--- src/rtl/control_sequencer.sv ---
// control_sequencer: multi-cycle hardwired control unit for the CPU datapath.
// Runs fetch T0-T2, then an opcode-selected execute sequence, then back to T0.
// Outputs are a pure combinational decode of the state register, IR and CON.
// Ports:
//   clk, clr (async active-low reset), IR (latched instruction), CON (branch flag)
//   bus source selects : PCout ZHighout ZLowout HIout LOout InPortout Cout MDRout BAout
//   register selects   : Gra Grb Grc Rin Rout
//   load enables       : PCin MARin MDRin IRin Yin HIin LOin ZHIin ZLOin CONin
//   misc               : IncPC Read Write operation[OPW-1:0] run
module control_sequencer #(
  parameter int             OPW     = 5,
  parameter logic [OPW-1:0] NOP_OP  = 5'b11010,
  parameter logic [OPW-1:0] HALT_OP = 5'b11011
) (
  input  logic           clk,
  input  logic           clr,
  input  logic [31:0]    IR,
  input  logic           CON,
  output logic           PCout, ZHighout, ZLowout, HIout, LOout, InPortout, Cout, MDRout, BAout,
  output logic           Gra, Grb, Grc, Rin, Rout,
  output logic           PCin, MARin, MDRin, IRin, Yin, HIin, LOin, ZHIin, ZLOin, CONin,
  output logic           IncPC, Read, Write,
  output logic [OPW-1:0] operation,
  output logic           run
);

  localparam logic [3:0] S_RESET = 4'd0, S_T0 = 4'd1, S_T1 = 4'd2, S_T2 = 4'd3,
                         S_T3 = 4'd4, S_T4 = 4'd5, S_T5 = 4'd6, S_T6 = 4'd7,
                         S_T7 = 4'd8, S_HALT = 4'd9;

  localparam logic [OPW-1:0] OP_LD  = OPW'(0),  OP_LDI = OPW'(1),  OP_ST  = OPW'(2),
                             OP_ADD = OPW'(3),  OP_AND = OPW'(5),  OP_OR  = OPW'(6),
                             OP_ADDI = OPW'(12), OP_ANDI = OPW'(13), OP_ORI = OPW'(14),
                             OP_MUL = OPW'(15), OP_DIV = OPW'(16), OP_BR  = OPW'(18),
                             OP_JR  = OPW'(19);

  logic [3:0]     state_q, state_d, last_st;
  logic [OPW-1:0] opc;
  logic           is_r, is_imm, is_ld, is_ldi, is_st, is_md, is_br, is_jr;

  assign opc    = IR[31 -: OPW];
  assign is_r   = (opc >= OPW'(3)) && (opc <= OPW'(11));
  assign is_imm = (opc == OP_ADDI) || (opc == OP_ANDI) || (opc == OP_ORI);
  assign is_ld  = (opc == OP_LD);
  assign is_ldi = (opc == OP_LDI);
  assign is_st  = (opc == OP_ST);
  assign is_md  = (opc == OP_MUL) || (opc == OP_DIV);
  assign is_br  = (opc == OP_BR);
  assign is_jr  = (opc == OP_JR);

  // Final execute state per class; anything unrecognised (incl. NOP_OP) ends at T2.
  always_comb begin
    last_st = S_T2;
    if (is_r || is_imm || is_ldi)       last_st = S_T5;
    else if (is_ld || is_st)            last_st = S_T7;
    else if (is_md || is_br)            last_st = S_T6;
    else if (is_jr)                     last_st = S_T3;
  end

  always_comb begin
    state_d = S_T0;
    case (state_q)
      S_RESET: state_d = S_T0;
      S_HALT:  state_d = S_HALT;
      default: begin
        if (state_q == S_T2 && opc == HALT_OP) state_d = S_HALT;
        else if (state_q == last_st)           state_d = S_T0;
        else                                   state_d = 4'(state_q + 4'd1);
      end
    endcase
  end

  always_ff @(posedge clk or negedge clr) begin
    if (!clr) state_q <= S_RESET;
    else      state_q <= state_d;
  end

  always_comb begin
    {PCout, ZHighout, ZLowout, HIout, LOout, InPortout, Cout, MDRout, BAout} = '0;
    {Gra, Grb, Grc, Rin, Rout} = '0;
    {PCin, MARin, MDRin, IRin, Yin, HIin, LOin, ZHIin, ZLOin, CONin} = '0;
    {IncPC, Read, Write} = '0;
    operation = '0;
    run = (state_q != S_RESET) && (state_q != S_HALT);
    case (state_q)
      S_T0: begin PCout = 1'b1; MARin = 1'b1; IncPC = 1'b1; ZLOin = 1'b1; end
      S_T1: begin ZLowout = 1'b1; PCin = 1'b1; Read = 1'b1; MDRin = 1'b1; end
      S_T2: begin MDRout = 1'b1; IRin = 1'b1; end
      S_T3: begin
        if (is_r || is_imm) begin Grb = 1'b1; Rout = 1'b1; Yin = 1'b1; end
        else if (is_ld || is_ldi || is_st) begin Grb = 1'b1; BAout = 1'b1; Yin = 1'b1; end
        else if (is_md) begin Gra = 1'b1; Rout = 1'b1; Yin = 1'b1; end
        else if (is_br) begin Gra = 1'b1; Rout = 1'b1; CONin = 1'b1; end
        else if (is_jr) begin Gra = 1'b1; Rout = 1'b1; PCin = 1'b1; end
      end
      S_T4: begin
        if (is_r) begin Grc = 1'b1; Rout = 1'b1; ZLOin = 1'b1; operation = opc; end
        else if (is_imm) begin
          Cout = 1'b1; ZLOin = 1'b1;
          operation = (opc == OP_ADDI) ? OP_ADD : (opc == OP_ANDI) ? OP_AND : OP_OR;
        end
        else if (is_ld || is_ldi || is_st) begin Cout = 1'b1; ZLOin = 1'b1; operation = OP_ADD; end
        else if (is_md) begin
          Grb = 1'b1; Rout = 1'b1; ZHIin = 1'b1; ZLOin = 1'b1; operation = opc;
        end
        else if (is_br) begin PCout = 1'b1; Yin = 1'b1; end
      end
      S_T5: begin
        if (is_r || is_imm || is_ldi) begin ZLowout = 1'b1; Gra = 1'b1; Rin = 1'b1; end
        else if (is_ld || is_st) begin ZLowout = 1'b1; MARin = 1'b1; end
        else if (is_md) begin ZLowout = 1'b1; LOin = 1'b1; end
        else if (is_br) begin Cout = 1'b1; ZLOin = 1'b1; operation = OP_ADD; end
      end
      S_T6: begin
        if (is_ld) begin Read = 1'b1; MDRin = 1'b1; end
        else if (is_st) begin Gra = 1'b1; Rout = 1'b1; MDRin = 1'b1; end
        else if (is_md) begin ZHighout = 1'b1; HIin = 1'b1; end
        // CON only matters here: taken branch loads the computed target.
        else if (is_br && CON) begin ZLowout = 1'b1; PCin = 1'b1; end
      end
      S_T7: begin
        if (is_ld) begin MDRout = 1'b1; Gra = 1'b1; Rin = 1'b1; end
        else if (is_st) Write = 1'b1;
      end
      default: ;
    endcase
  end

endmodule
--- config.mk ---
export PLATFORM = sky130hd
export DESIGN_NAME = control_sequencer
export DESIGN_NICKNAME = d
export VERILOG_FILES = /design/src/rtl/control_sequencer.sv
export SDC_FILE = /design/constraint.sdc
export NUM_CORES = 1
export LEC_CHECK = 0
export BUFFER_PORTS_ARGS = -buffer_cell sky130_fd_sc_hd__buf_2
export CORE_UTILIZATION = 40
export CTS_CLUSTER_DIAMETER = 30
export DETAILED_ROUTE_END_ITERATION = 6
export GPL_TIMING_DRIVEN = 0
export HOLD_SLACK_MARGIN = 0.15
export PLACE_DENSITY = 0.84
export SYNTH_ARGS = -nofsm -noshare
export SYNTH_HDL_FRONTEND = slang
export SYNTH_SLANG_ARGS = --single-unit
--- constraint.sdc ---
create_clock -name clk -period 2 [get_ports clk]
set_input_delay 0.2 -clock clk [delete_from_list [all_inputs] [get_ports clk]]
set_output_delay 0.2 -clock clk [all_outputs]
set_load 0.01 [all_outputs]
==> run metrics, run 1 <==
outcome finished, final reports clean; Ys Warns 0; largest net degree at the start of global routing 11; Post-DRT Antenna Nets 0; share of layout cells above drive strength 1 0.380; initial antenna violation count 0; Hold Vio Cnt, Final 0; Setup-failing EPs final 0; Period Utilization, post-route 0.949; Core Footprint 2040 µm²; grt ovf 0; CTS Sinks 4; Post-Syn Instances 140; CP required 1800 ps; CP arrival 1700 ps; HPWL after DPL 1950 µm; Leak 0.583 nW; slowest cell on the critical path dfrtp_2; final WL 2650 µm; Max H-tree Level 1; power density cells 984 nW/µm²; CP Max Fanout 8; max-cap violations 0; Tmin final 1900 ps; WL/cell 12.8 µm; most frequent cells in the layout 37 x buf_2, 19 x nor2_1, 13 x nand2_1; FMAX 527 MHz; slowest cell delay on critical path 440 ps; worst min path class input pin to asynchronous set/reset pin; Crit Path Class register to output port; Slew Limit Fails 0; Seq/Total Area, Yosys 0.112; # fillers 192; Final TNS setup 0 ps; die area 2430 µm²; CTS tree done; Clock Skew 2.19 ps; FF+latch count, synth 4; Worst Path Buf+Inv 2; maximum vdd ir drop 759 µV; drt first-iter violations 57; vias in the first global route 1045; total power 1.18 mW; clock slew at reported path FFs 40 ps; max reg flops 4; die width 49.3 µm; pre-CTS setup slack 5.27 ps; Distinct cells, synth 45; maximum clock path buffer count 2; first-pass GRT wire length 4500 µm; Diodes inserted 0; WHS 302 ps; worst slew pin tran 611 ps; commonest non-fill, non-tap cell in the layout buf_2; total CTS buffers 3; initial core utilization 0.439; critical path startpoint category register; Crit path max-delay family flip-flops; crit path cell chain nor2b_1, buf_2, nand2_2, o22a_1, o22ai_1, buf_2; Setup Buffers After CTS 0; worst rel slew slack 0.590; cell mode on critical path buf_2; most flop-heavy register state_q; Root Buffer clkbuf_4; drt via density 5.73; DR pass1 iterations 4; drc violations 0; via count 1180; Final Wtd Congestion 0.871; CP Capture Type output port; Port Buffers 34; latest clock arrival within the worst-skew pair 230 ps; Mapped Avg Cell Area 6.40 µm²; # rows 16; io pins 68; Die H 49.3 µm; PnR worst setup slack 103 ps; Post-layout nets 220; GRT Total Usage 0.232; synth-to-layout area growth 33.4%; Mapped Area 896 µm²; largest registers state_q x4
==> power breakdown <==
| part | internal [mW] | leakage [nW] | switching (mW) |
|---|---|---|---|
| Sequential | 0.130 | 0.0449 | 0.0803 |
| Combinational | 0.366 | 0.524 | 0.503 |
| Clock | 0.0668 | 0.0138 | 0.0290 |
==> through the flow <==
| stage | std cells | utilization | area (µm²) |
|---|---|---|---|
| finish | 206 | 0.585 | 1190 |
| global route | 206 | 0.585 | 1190 |
| CTS | 206 | 0.560 | 1140 |
| detailed placement | 203 | 0.542 | 1110 |
| global placement | 203 | 0.542 | 1110 |
| floorplan | 142 | - | 903 |
==> final cells by class <==
| cell class | instances | area (µm²) | area share |
|---|---|---|---|
| Inverter | 5 | 21.3 | 0.0178 |
| Sequential cell | 4 | 104 | 0.0869 |
| Tap cell | 27 | 33.8 | 0.0283 |
| Buffer | 14 | 92.6 | 0.0775 |
| Clock buffer | 3 | 22.5 | 0.0188 |
| Timing Repair Buffer | 35 | 180 | 0.151 |
| Multi-Input combinational cell | 118 | 741 | 0.620 |
==> routing by layer <==
metal,global-route usage,part of all wire
met5,0,0
met2,0.395,0.50
met4,0.0931,0
met1,0.291,0.43
met3,0.0312,0.064
==> timing repair <==
action / in CTS / in global routing
hold buffers: 1 / 0
resized for setup: 5 / 21
endpoints found under the setup margin: 4 / 7
hold endpoints to repair: 4 / 0
==> cells in the mapped netlist (all sizes together) <==
cell type / instances / area (µm²)
o22a: 2 / 17.5
nor3: 8 / 40.0
nand4: 3 / 18.8
and4: 1 / 8.76
or2: 3 / 18.8
nor4: 1 / 12.5
or3: 2 / 17.5
o21ai: 10 / 50.0
nor3b: 2 / 20.0
ha: 4 / 50.1
and2: 1 / 6.26
a21o: 2 / 15.0
nand2b: 3 / 18.8
nor2b: 4 / 25.0
o211ai: 1 / 7.51
a32o: 1 / 10.0
a21oi: 4 / 20.0
and3: 4 / 25.0
a31oi: 2 / 12.5
o21a: 1 / 7.51
nand2: 15 / 56.3
a41oi: 1 / 8.76
a211oi: 1 / 7.51
a21boi: 2 / 15.0
buf: 8 / 62.6
a311o: 1 / 10.0
dfrtp: 4 / 100
clkbuf: 7 / 26.3
conb: 1 / 3.75
inv: 5 / 18.8
nor4b: 1 / 8.76
nor2: 20 / 75.1
o311a: 1 / 10.0
xnor2: 1 / 8.76
nand3: 8 / 40.0
a2111oi: 2 / 17.5
a221oi: 1 / 8.76
o22ai: 1 / 6.26
mux2i: 1 / 10.0
==> kinds of logic (layout without fill, tap and decap cells) <==
logic type                 Yosys count  after routing  share of synthesized area
AOI/OAI and AO/OA                   33             33                      0.250
xor gates and xnor gates             1              1                    0.00978
adders and majority gates            4              4                     0.0559
buffers and inverters               20             57                      0.120
DFF                                  4              4                      0.112
muxes                                1              1                     0.0112
other                                1              3                    0.00419
and+or+nand+nor                     76             76                      0.437
==> final timing paths <==
path,cells after the start,slack (ps),startpoint,to
setup / recovery,6,100,state_q[2]$_DFF_PN0_,Yin
hold / removal,2,300,clr,state_q[3]$_DFF_PN0_
setup reg to reg,6,280,state_q[0]$_DFF_PN0_,state_q[3]$_DFF_PN0_
hold reg to reg,2,710,state_q[0]$_DFF_PN0_,state_q[0]$_DFF_PN0_
max in group asynchronous,2,1570,clr,state_q[1]$_DFF_PN0_
min in group clk,5,500,IR[29],state_q[3]$_DFF_PN0_
No activity file was read; power rests on OpenSTA's default activity.
==> run 2: changes to the inputs <==
--- a/config.mk
+++ b/config.mk
@@ -6,12 +6,12 @@
 export NUM_CORES = 1
 export LEC_CHECK = 0
 export BUFFER_PORTS_ARGS = -buffer_cell sky130_fd_sc_hd__buf_2
-export CORE_UTILIZATION = 40
+export CORE_UTILIZATION = 30
 export CTS_CLUSTER_DIAMETER = 30
 export DETAILED_ROUTE_END_ITERATION = 6
 export GPL_TIMING_DRIVEN = 0
 export HOLD_SLACK_MARGIN = 0.15
-export PLACE_DENSITY = 0.84
+export PLACE_DENSITY = 0.67
 export SYNTH_ARGS = -nofsm -noshare
 export SYNTH_HDL_FRONTEND = slang
 export SYNTH_SLANG_ARGS = --single-unit
==> run 2 against run 1 <==
Global-route usage down 6.8 points; sequential power is 5% lower; core utilization shrank 16 points; clock power fell by 0.6%; hold slack barely moved; die area is 32% higher; final area shrank 0.21%; cell count rose by 1.5%; critical endpoint is now PCin.
==> run metrics, run 2 (same netlist as run 1, synthesis figures left out) <==
io pins 68 (unchanged); worst rel slew slack 0.600 (+0.0107); Port Buffers 34 (unchanged); critical path startpoint category register; CP required 1800 ps (about the same); DR pass1 iterations 5 (+1); via count 1126 (-4.6%); R2R Setup Slk 300 ps (+20 ps); worst min path class input pin to asynchronous set/reset pin; initial core utilization 0.322 (-0.117); Clock Skew 1.05 ps (-1.15 ps); Hold Vio Cnt, Final 0 (unchanged); crit path cell chain inv_4, ha_4, nor2b_4, a41oi_1, or2_2, o21ai_0, buf_2; slowest cell on the critical path dfrtp_2; grt ovf 0 (unchanged); outcome finished, final reports clean; final instance area 1190 µm² (-0.21%); die width 56.6 µm (+15%); Final Wtd Congestion 0.827 (-5.0%); power density cells 988 nW/µm² (+0.36%); first-pass GRT wire length 4350 µm (-3.2%); largest net degree at the start of global routing 11 (unchanged); Diodes inserted 0 (unchanged); Clk pwr share 0.081 (about the same); placed cell count 207 (+2.0%); Slew Limit Fails 0 (unchanged); Tmin final 1890 ps (-7.09 ps); slowest cell delay on critical path 440 ps (about the same); CTS tree done; Final TNS setup 0 ps (unchanged); Max H-tree Level 1 (unchanged); Setup Buffers After CTS 0 (unchanged); total CTS buffers 3 (unchanged); RSZ-0062 raised after global routing yes; initial antenna violation count 0 (unchanged); Switch Pwr 0.607 mW (-0.90%); worst r2r src state_q[1]$_DFF_PN0_; WL/cell 12.6 µm (-1.9%); most frequent cells in the layout 36 x buf_2, 19 x nor2_1, 13 x nand2_1; HPWL after DPL 1960 µm (+0.41%); die area 3210 µm² (+32%); commonest non-fill, non-tap cell in the layout buf_2; total power 1.18 mW (+0.15%); # fillers 303 (+58%); final WL 2630 µm (-0.49%); most flop-heavy register state_q; Setup-failing EPs final 0 (unchanged); Crit path max-delay family simple AND/OR/NAND/NOR gates; largest registers state_q x4; Worst Path Buf+Inv 2 (unchanged); CP Capture Type output port; drt via density 5.39 (-5.9%); CTS Sinks 4 (unchanged); GRT Total Usage 0.165 (-0.0677); worst slew pin tran 595 ps (-15.9 ps); R2R cell count 6 (unchanged); Leak 0.582 nW (-0.18%); share of layout cells above drive strength 1 0.376 (-0.00348); Period Utilization, post-route 0.945 (-0.00355); Crit Path Class register to output port; Final Non-Filler Cells 209 (+1.5%); drt first-iter violations 36 (-37%); Post-layout nets 219 (-0.45%); Seq pwr share 0.170 (-0.009); latest clock arrival within the worst-skew pair 230 ps (about the same); CP arrival 1690 ps (about the same); drc violations 0 (unchanged); Switching Share 0.515 (-0.00549); max reg flops 4 (unchanged); # rows 19 (+3); maximum vdd ir drop 749 µV (-1.3%); WHS 302 ps (+0.445 ps); vias in the first global route 1007 (-3.6%); clock slew at reported path FFs 40 ps (about the same); Post-DRT Antenna Nets 0 (unchanged); Root Buffer clkbuf_4; Core Footprint 2780 µm² (+36%); Gate power share 0.749 (+0.010); Int Pwr 0.571 mW (+1.3%); max-cap violations 0 (unchanged); FMAX 529 MHz (+0.38%); R2R Path End state_q[3]$_DFF_PN0_; maximum clock path buffer count 2 (unchanged); CP Max Fanout 5 (-3); placed cell area 1110 µm² (+0.45%); synth-to-layout area growth 33.1%; Crit path depth 7 (+1); Die H 56.6 µm (+15%)
-- run 2: final cells by class --
type	instances	area (µm²)	share of cell area
buffer	13	86.3	0.0724
clock buffer	3	22.5	0.0189
inverter	5	21.3	0.0178
multi-input combinational	118	741	0.621
sequential	4	103	0.0860
tap	31	38.8	0.0325
timing repair buffer	35	180	0.151
-- run 2: metal layers --
layer	GRT usage	up-vias	wire length (µm)
li1	-	573	-
met1	0.217	510	1130
met2	0.277	41	1310
met3	0.0161	2	177
met4	0.0557	0	17
met5	0	-	0
-- run 2: timing repair --
| action | 4_1_cts | 5_1_grt |
|---|---|---|
| gates resized for setup | 6 | 16 |
| hold buffers | 1 | 0 |
| pin swaps | 0 | 0 |
| hold endpoints to repair | 4 | 0 |
| endpoints found under the setup margin | 5 | 7 |
-- run 2: power by group through the flow --
stage / Sequential (mW) / Clock (mW) / Combinational (mW)
5_1_grt: 0.208 / 0.113 / 0.977
3_3_place_gp: 0.179 / 0 / 0.786
2_1_floorplan: 0.164 / 0 / 0.569
3_5_place_dp: 0.179 / 0 / 0.793
6_report: 0.201 / 0.0953 / 0.882
4_1_cts: 0.182 / 0.103 / 0.810
-- run 2: per-stage QoR --
step	util	setup WS (ps)
finish	0.429	110
global route	0.429	-11.5
CTS	0.414	13.9
detailed placement	0.400	-28.2
global placement	0.400	-44.9
floorplan	-	217
-- run 2: worst max-delay path by stage --
stage,start,endpoint
floorplan,IR[30],state_q[0]$_DFF_PN0_
global placement,IR[31],PCin
detailed placement,IR[31],PCin
CTS,state_q[0]$_DFF_PN0_,PCin
global route,state_q[1]$_DFF_PN0_,Yin
finish,state_q[0]$_DFF_PN0_,PCin
==> run 3: changes to the inputs <==
==> config.mk (replaced) <==
export PLATFORM = sky130hd
export DESIGN_NAME = control_sequencer
export DESIGN_NICKNAME = d
export VERILOG_FILES = /design/src/rtl/control_sequencer.sv
export SDC_FILE = /design/constraint.sdc
export NUM_CORES = 1
export LEC_CHECK = 0
export CORE_UTILIZATION = 30
export CTS_CLUSTER_DIAMETER = 30
export DETAILED_ROUTE_END_ITERATION = 6
export DONT_BUFFER_PORTS = 1
export GPL_TIMING_DRIVEN = 0
export HOLD_SLACK_MARGIN = 0.15
export PLACE_DENSITY = 0.48
export SYNTH_ARGS = -nofsm -noshare
export SYNTH_HDL_FRONTEND = slang
export SYNTH_SLANG_ARGS = --single-unit
==> constraint.sdc (replaced) <==
create_clock -name clk -period 2.1 [get_ports clk]
set_input_delay 0.21 -clock clk [delete_from_list [all_inputs] [get_ports clk]]
set_output_delay 0.21 -clock clk [all_outputs]
set_load 0.01 [all_outputs]
==> run 3 against run 2 <==
Core utilization is 7.6 points lower; wire length is 0.80% lower; hold slack worse by 56 ps; largest cell class unchanged; largest power group unchanged; highest routed layer is now met3.
==> run metrics, run 3 (same netlist as run 1, synthesis figures left out) <==
outcome finished, final reports clean; Crit Path Class register to output port; CP endpoint Yin; vias in the first global route 984 (-2.3%); maximum vdd ir drop 765 µV (+2.2%); largest net degree at the start of global routing 11 (unchanged); FMAX 515 MHz; clock slew at reported path FFs 40 ps (about the same); Setup Buffers After CTS 0 (unchanged); Clk pwr share 0.098 (+0.017); Final Non-Filler Cells 176 (-16%); Port Buffers 0 (-100%); Final TNS setup 0 ps (unchanged); DR pass1 iterations 4 (-1); Int Pwr 0.425 mW (-26%); CP Max Fanout 8 (+3); Setup-failing EPs final 0 (unchanged); CTS tree done; grt ovf 0 (unchanged); # rows 19 (unchanged); drt via density 5.89 (+9.4%); die width 56.6 µm (unchanged); Core Footprint 2780 µm² (unchanged); drc violations 0 (unchanged); initial antenna violation count 0 (unchanged); Root Buffer clkbuf_4; Post-layout nets 186 (-15%); first-pass GRT wire length 4580 µm (+5.2%); Die H 56.6 µm (unchanged); Clock Skew 4.85 ps (+3.80 ps); Seq pwr share 0.185 (+0.015); die area 3210 µm² (unchanged); Leak 0.403 nW (-31%); max-cap violations 0 (unchanged); worst rel slew slack 0.604 (+0.00376); placed cell count 173 (-16%); synth-to-layout area growth 9.50%; critical path startpoint category register; CP required 1890 ps (+90 ps); final WL 2610 µm (-0.80%); GRT Total Usage 0.173 (+0.00872); total CTS buffers 3 (unchanged); R2R Path End state_q[3]$_DFF_PN0_; CTS Sinks 4 (unchanged); drt first-iter violations 40 (+11%); CP Capture Type output port; power density cells 968 nW/µm² (-2.0%); Setup crit start state_q[1]$_DFF_PN0_; R2R Setup Slk 310 ps (about the same); Slew Limit Fails 0 (unchanged); via count 1037 (-7.9%); total power 0.949 mW (-19%); CP arrival 1730 ps (+40 ps); Period Utilization, post-route 0.924; Gate power share 0.717 (-0.032); PnR worst setup slack 160 ps (+50.0 ps); pre-CTS setup slack 131 ps (+160 ps); io pins 68 (unchanged); Switching Share 0.552 (+0.0369); max reg flops 4 (unchanged); initial core utilization 0.322 (unchanged); HPWL after DPL 2030 µm (+3.5%); Tmin final 1940 ps; share of layout cells above drive strength 1 0.159 (-0.218); Max H-tree Level 1 (unchanged); latest clock arrival within the worst-skew pair 230 ps (about the same); Final Wtd Congestion 0.801 (-3.2%); commonest non-fill, non-tap cell in the layout nor2_1; largest registers state_q x4; most frequent cells in the layout 20 x nor2_1, 14 x nand2_1, 9 x o21ai_0; worst slew pin tran 589 ps (-5.60 ps); Hold Vio Cnt, Final 0 (unchanged); Switch Pwr 0.524 mW (-14%); WL/cell 14.8 µm (+18%); most flop-heavy register state_q; Diodes inserted 0 (unchanged); R2R cell count 6 (unchanged); RSZ-0062 raised after global routing no; Post-DRT Antenna Nets 0 (unchanged); worst r2r src state_q[0]$_DFF_PN0_; worst min path class input pin to asynchronous set/reset pin; maximum clock path buffer count 2 (unchanged)
==> run 3: area by class of cell <==
type                    count  area (µm²)
plain buffers              14        87.6
flip-flops and latches      4         100
fillers                   309        1800
inverters                   5        18.8
multi-input cells         118         703
clock buffers               3        22.5
repair buffers              1        10.0
well taps                  31        38.8
==> run 3: how the worst min path moves through the flow <==
stage,slack (ps),end,from
2_1_floorplan,-90,state_q[0]$_DFF_PN0_,clr
3_3_place_gp,-90,state_q[0]$_DFF_PN0_,clr
3_5_place_dp,-90,state_q[1]$_DFF_PN0_,clr
4_1_cts,240,state_q[0]$_DFF_PN0_,clr
5_1_grt,260,state_q[3]$_DFF_PN0_,clr
6_report,250,state_q[0]$_DFF_PN0_,clr
==> run 3: power groups by stage <==
stage,registers [mW],logic [mW],clock network [mW]
floorplan,0.156,0.542,0
global placement,0.170,0.661,0
detailed placement,0.172,0.665,0
CTS,0.172,0.673,0.0965
global route,0.184,0.777,0.101
finish,0.175,0.681,0.0928
==> run 3: repair_timing <==
item | in CTS | in global routing
gates resized for setup | 0 | 8
hold buffers | 1 | 0
setup endpoints to repair | 0 | 12
hold endpoints to repair | 4 | 0
==> run 3: metrics by stage <==
| step | hold slack [ps] | instance area, µm² | util |
|---|---|---|---|
| after detailed placement | -85.5 | 942 | 0.339 |
| after global routing | 265 | 981 | 0.353 |
| after CTS | 244 | 975 | 0.350 |
| after floorplan | -85.6 | 903 | - |
| after global placement | -85.5 | 942 | 0.339 |
| final | 246 | 981 | 0.353 |
==> run 3: critical path, cell delays in order, from the launching register on <==
cell and delay [ps]:
dfrtp_1 400, inv_1 150, ha_1 300, nand2_2 160, o22a_1 240, o22ai_1 260
==> run 3: layer usage <==
metal	global-route usage	vias to the layer above	part of all wire
met2	0.304	41	0.50
met4	0.0105	0	0
met1	0.223	488	0.43
met5	0	-	0
li1	-	508	-
met3	0.0415	0	0.074
